<file path="config.mk">
export PLATFORM = sky130hd
export DESIGN_NAME = plru_way_alloc
export DESIGN_NICKNAME = d
export VERILOG_FILES = /design/src/rtl/plru_way_alloc.sv
export SDC_FILE = /design/constraint.sdc
export NUM_CORES = 1
export LEC_CHECK = 0
export BUFFER_PORTS_ARGS = -buffer_cell sky130_fd_sc_hd__buf_2
export CORE_UTILIZATION = 40
export CTS_CLUSTER_DIAMETER = 30
export CTS_CLUSTER_SIZE = 12
export DETAILED_ROUTE_END_ITERATION = 12
export PLACE_DENSITY = 0.78
export REMOVE_ABC_BUFFERS = 1
export SLEW_MARGIN = 10
export SYNTH_ARGS = -nofsm -noshare
export SYNTH_HDL_FRONTEND = slang
export SYNTH_SLANG_ARGS = --single-unit
</file>
<file path="constraint.sdc">
create_clock -name clk -period 3.35 [get_ports clk]
set_input_delay 0.335 -clock clk [delete_from_list [all_inputs] [get_ports clk]]
set_output_delay 0.335 -clock clk [all_outputs]
set_load 0.1 [all_outputs]
</file>
<file path="src/rtl/plru_way_alloc.sv">
// plru_way_alloc: pool allocator picking the lowest free entry, else the tree-PLRU victim,
// with an evict handshake before granting an occupied entry.
module plru_way_alloc #(
    parameter int WIDTH = 4,
    parameter int IDXW  = $clog2(WIDTH)
) (
    input  logic             clk,
    input  logic             rst_n,
    input  logic             alloc_req,
    output logic             alloc_gnt,
    output logic [IDXW-1:0]  alloc_idx,
    output logic [WIDTH-1:0] alloc_oh,
    output logic             evict_req,
    output logic [IDXW-1:0]  evict_idx,
    input  logic             evict_ack,
    input  logic             touch_en,
    input  logic [IDXW-1:0]  touch_idx,
    input  logic             free_en,
    input  logic [IDXW-1:0]  free_idx,
    output logic [WIDTH-1:0] valid_vec,
    output logic             busy
);
    typedef enum logic [1:0] {IDLE, EVICT, GRANT} state_t;

    state_t           state;
    logic [WIDTH-2:0] nodes;
    logic [WIDTH-2:0] nodes_nxt;
    logic [WIDTH-1:0] valid_nxt;
    logic [IDXW-1:0]  v;
    logic [IDXW-1:0]  victim;
    logic [IDXW-1:0]  first_free;
    logic [IDXW-1:0]  sel;

    // Walk t's path from the root, pointing every node away from t.
    function automatic logic [WIDTH-2:0] touch(input logic [WIDTH-2:0] n, input logic [IDXW-1:0] t);
        logic [WIDTH-2:0] r;
        int k;
        r = n;
        k = 0;
        for (int l = 0; l < IDXW; l++) begin
            r[k] = ~t[IDXW-1-l];
            k = 2 * k + 1 + int'(t[IDXW-1-l]);
        end
        return r;
    endfunction

    always_comb begin
        int k;
        k = 0;
        for (int l = 0; l < IDXW; l++)
            k = 2 * k + 1 + int'(nodes[k]);
        victim = IDXW'(k - (WIDTH - 1));
    end

    always_comb begin
        first_free = '0;
        for (int i = WIDTH - 1; i >= 0; i--)
            if (!valid_vec[i]) first_free = IDXW'(i);
    end

    assign sel = &valid_vec ? victim : first_free;

    // Grant updates come last so they win over same-cycle touch and free.
    always_comb begin
        nodes_nxt = touch_en ? touch(nodes, touch_idx) : nodes;
        if (state == GRANT) nodes_nxt = touch(nodes_nxt, v);
        valid_nxt = valid_vec;
        if (free_en) valid_nxt[free_idx] = 1'b0;
        if (state == EVICT && evict_ack) valid_nxt[v] = 1'b0;
        if (state == GRANT) valid_nxt[v] = 1'b1;
    end

    always_ff @(posedge clk or negedge rst_n) begin
        if (!rst_n) begin
            state     <= IDLE;
            nodes     <= '0;
            valid_vec <= '0;
            v         <= '0;
        end else begin
            nodes     <= nodes_nxt;
            valid_vec <= valid_nxt;
            case (state)
                IDLE: if (alloc_req) begin
                    v     <= sel;
                    state <= valid_vec[sel] ? EVICT : GRANT;
                end
                EVICT: if (evict_ack) state <= GRANT;
                default: state <= IDLE;
            endcase
        end
    end

    assign alloc_gnt = state == GRANT;
    assign alloc_idx = alloc_gnt ? v : '0;
    assign alloc_oh  = alloc_gnt ? WIDTH'(1) << v : '0;
    assign evict_req = state == EVICT;
    assign evict_idx = evict_req ? v : '0;
    assign busy      = state != IDLE;
endmodule

</file>
# Yosys cells after proc, flatten, opt, wreduce, memory -nomap -nowiden
# Cells that the tools add are included.
# W data, S select, Z words.
[word_totals] out_inout_bits=15 word_cells=78 inputBits=10 regBits=11
[op_classes] eq_ne=4 mux=32 n_addsub=6 shift=1 magnitude_cmp=10 n_reduce_logical=11 n_bitwise=9
[op_table] op="$mux W2" count=10
[op_table] op="$lt A2 B3 Y1 const B" count=6
[op_table] op="$mux W4" count=4
[op_table] op="$and A4 B4 Y4" count=2
[op_table] op="$demux W1 S2" count=4
[op_table] op="$ge A2 B1 Y1 const B" count=4
[op_table] op="$not A4 Y4" count=2
[op_table] op="$mux W1" count=7
[op_table] op="$add A1 B1 Y2 const A" count=3
[op_table] op="$bwmux W3" count=2
[op_table] op="$mux W3" count=2
[op_table] op="$logic_and A1 B1 Y1" count=5
[op_table] op="$bmux W1 S2" count=2
[op_table] op="$not A1 Y1" count=4
[op_table] op="$or A4 B4 Y4" count=1
[op_table] op="$pmux W2 S2" count=1
[op_table] op="$reduce_and A2 Y1" count=2
[op_table] op="$reduce_and A4 Y1" count=1
[op_table] op="$reduce_bool A2 Y1" count=2
[op_table] op="$shl A1 B2 Y4 const A" count=1
[op_table] op="$add A2 B1 Y2" count=1
[op_table] op="$add A2 B1 Y2 const B" count=1
[op_table] op="$eq A2 B1 Y1 const B" count=1
[op_table] op="$eq A2 B2 Y1 const B" count=1
[op_table] op="4 further kinds" count=4

# Logic depth before layout (Yosys ltp)
[logic_depth] word_depth=12 ltp_mapped=4 mapped_depth_nobuf=3

# Worst setup path after synthesis
# Ideal clock, no wire load.
[synth_timing] path_type="reg2out" startpoint="register state[1]" endpoint="output evict_idx[0]" stages_incl_launch_ff=4 n_path_buf=0 required_time_ns=3.015 slack_ns=0.345 arrival_time_ns=2.670 path_cell_list="dfrtp_1 and2b_1 inv_1 nor2_1"
[synth_via] elab_chain_len=2
[synth_lines] element="from (decl)" line="25" text="state_t state;"
[synth_lines] element="from (signal assigned)" line="85" text="state <= valid_vec[sel] ? EVICT : GRANT;"
[synth_lines] element="$eq A2 B1 Y1" line="96" text="assign evict_req = state == EVICT;"
[synth_lines] element="via evict_req" line="13" text="output logic evict_req,"
[synth_lines] element="$mux W2" line="97" text="assign evict_idx = evict_req ? v : '0;"
[synth_lines] element="to (decl)" line="14" text="output logic [IDXW-1:0] evict_idx,"
# The timed path passes the listed nets, and every way through them passes these cells.

# Worst setup path in the final report
[layout_timing] startpoint="register v[1]" endpoint="output alloc_oh[0]"
[layout_via] elab_chain_len=2
[layout_lines] element="from (decl)" line="29" text="logic [IDXW-1:0] v;"
[layout_lines] element="from (signal assigned)" line="84" text="v <= sel;"
[layout_lines] element="$shl A1 B2 Y4" line="95" text="assign alloc_oh = alloc_gnt ? WIDTH'(1) << v : '0;"
[layout_lines] element="$mux W4" line="95"
[layout_lines] element="to (decl)" line="12" text="output logic [WIDTH-1:0] alloc_oh,"
# No other way between the ends.

==> run metrics <==
TritonCTS Buffers=3; final period utilization=around 60%; fin nets=109; Resize count post-CTS=0; HPWL Detailed=1.17 mm; Placed Instances=~110; synthesis-stage register bit count=11; largest net degree at the start of global routing=12; Max Freq=between 0.4 and 0.5 GHz; ANT nets after route=0; Storage cell area=around 280 um2; Worst-path clk slew=around 0.07 ns; Final Slew Violations=0; TritonCTS clock tree=yes; Yosys cell types=32; cell accounting for the most synthesized area=dfrtp_1; worst-path fanout max=9; core box area=0.00149 mm2; Mapped Area=637 um2; number of global-route vias before repair=584; Longest Clk Path Bufs=2; Slew @ Worst Pin=0.488 ns; RSZ-0062 raised after global routing=no; final hold violation count=0; design area=810 um2; DRT Wirelength=1.56 mm; Hold Path Class=input pin to flip-flop; H-tree depth=1; Max-slew headroom=67.7%; Synth top area share=43.2%; first-pass GRT wire length=2.62 mm; most common cell in the netlist=dfrtp_1; die width=41.9 um; Layout Skew=between 0.002 and 0.0025 ns; final core utilization=54.4%; Avg WL per Cell=between 10 and 15 um; die area=about 0.0018 mm2; clk_lat worst skew=about 0.27 ns; Vias=between 600 and 700; RePlAce Congestion=0.942; Setup violations, final=0; post-synthesis cell count=70; status=finished, final reports clean; Final Critical Period=2.04 ns; Async SR Flop Fraction=100%; Max-Cap Viols=0; 1st-pass router iterations=4; CP Class=flip-flop to primary output; TritonCTS Sinks=11; DR iter-0 viols=27; Avg Inst Size Synth=slightly above 9 um2; final setup TNS=0 ns; cell row count=14; post-CTS setup buffer count=0; Overflow after GRT=0; PortBufs=24; io pins=25; crit end category=primary output; critical path arrival=roughly 1.7 ns; Non-Filler Instances=114; clock root buffer=clkbuf_4; ys flop type=dfrtp_1; DRC=0; Post-synth EDFFs=0; Initial Util=a little over two fifths; ranking of synthesized cells by area=dfrtp_1 (43%), nand2_1 (4.7%), inv_1 (4.1%); layout cell share with drive strength beyond 1=34.7%; footprint of the multi-input gates=about 330 um2; Vias per Instance=approximately 5.6; r2r setup slk=2.12 ns; Placed Area=773 um2; Total GRT Usage=20.3%; sequential-to-total area share from yosys stat=43.2%; Die H=approximately 42 um; most instantiated cells after synthesis=dfrtp_1 (11), nand2_1 (8), inv_1 (7); synth-to-layout area growth=27.1%; ant diodes=0; YS warnings=0; Worst setup SP type=flip-flop; fill cell count=144; Req. time, crit path=between 3 and 4 ns; initial antenna violation count=0
## metal layers
metal	share of wire [%]	vias up	GRT usage [%]
met5	0	-	0
met4	2.3	0	12.9
met3	7.8	4	3.48
met2	47	33	30.9
met1	43	292	26.5
li1	-	309	-
## placed cells by master, fill, tap and decap left out, drive strengths merged, types with 4 or more instances in the layout
cell type / instances
dfrtp: 11
a21oi: 4
inv: 7
and2: 4
clkbuf: 4
o21ai: 7
nand2: 8
buf: 24
## flip-flops by register name, indices dropped and copies added, names as in the netlist
| register | flops |
|---|---|
| state | 2 |
| nodes | 3 |
| v | 2 |
| valid_vec | 4 |
## timing repair
item / 4_1_cts / 5_1_grt
hold buffers: 1 / 0
setup endpoints to repair: 0 / 0
hold endpoints to repair: 11 / 0
## path summary, 6_finish.rpt
kind,to,from,cells after the start
worst max-delay path,alloc_oh[0],v[1],4
max in group asynchronous,valid_vec[1],rst_n,2
worst min-delay path,state[0],evict_ack,2
worst max register to register,v[1],state[1],3
worst min register to register,state[1],state[1],1
min in group asynchronous,nodes[1],rst_n,2
## worst max-delay path, stage by stage, from the launching register on
cell and delay [ns]:
dfrtp_1 0.48, nor3b_2 0.30, nand2_1 0.15, inv_1 0.07
buf_2 0.42
## logic make-up (layout without fill, tap and decap cells)
| kind of cell | count (synthesis) | in the layout | share of synthesized area, % |
|---|---|---|---|
| buffers and inverters | 8 | 36 | 4.72 |
| AOI/OAI and AO/OA | 21 | 21 | 21.8 |
| and+or+nand+nor | 29 | 29 | 28.5 |
| muxes | 1 | 1 | 1.77 |
| DFF | 11 | 11 | 43.2 |
## through the flow
step	hold slack [ns]	setup slack, ns
floorplan	0.0394	0.345
detailed placement	0.220	1.61
finish	0.301	1.31
global placement	0.214	1.63
CTS	0.295	1.31
global route	0.311	1.19
## cell type report
| type | count | area share, % |
|---|---|---|
| Inverter | 7 | 3.25 |
| Sequential cell | 11 | 34.0 |
| Tap cell | 16 | 2.47 |
| Multi-Input combinational cell | 51 | 41.0 |
| Clock buffer | 4 | 3.25 |
| Timing Repair Buffer | 25 | 16.1 |
Power is left out: the tool's default activity adds up to more than one toggle a clock period on the data nets, which glitch-free logic cannot reach.
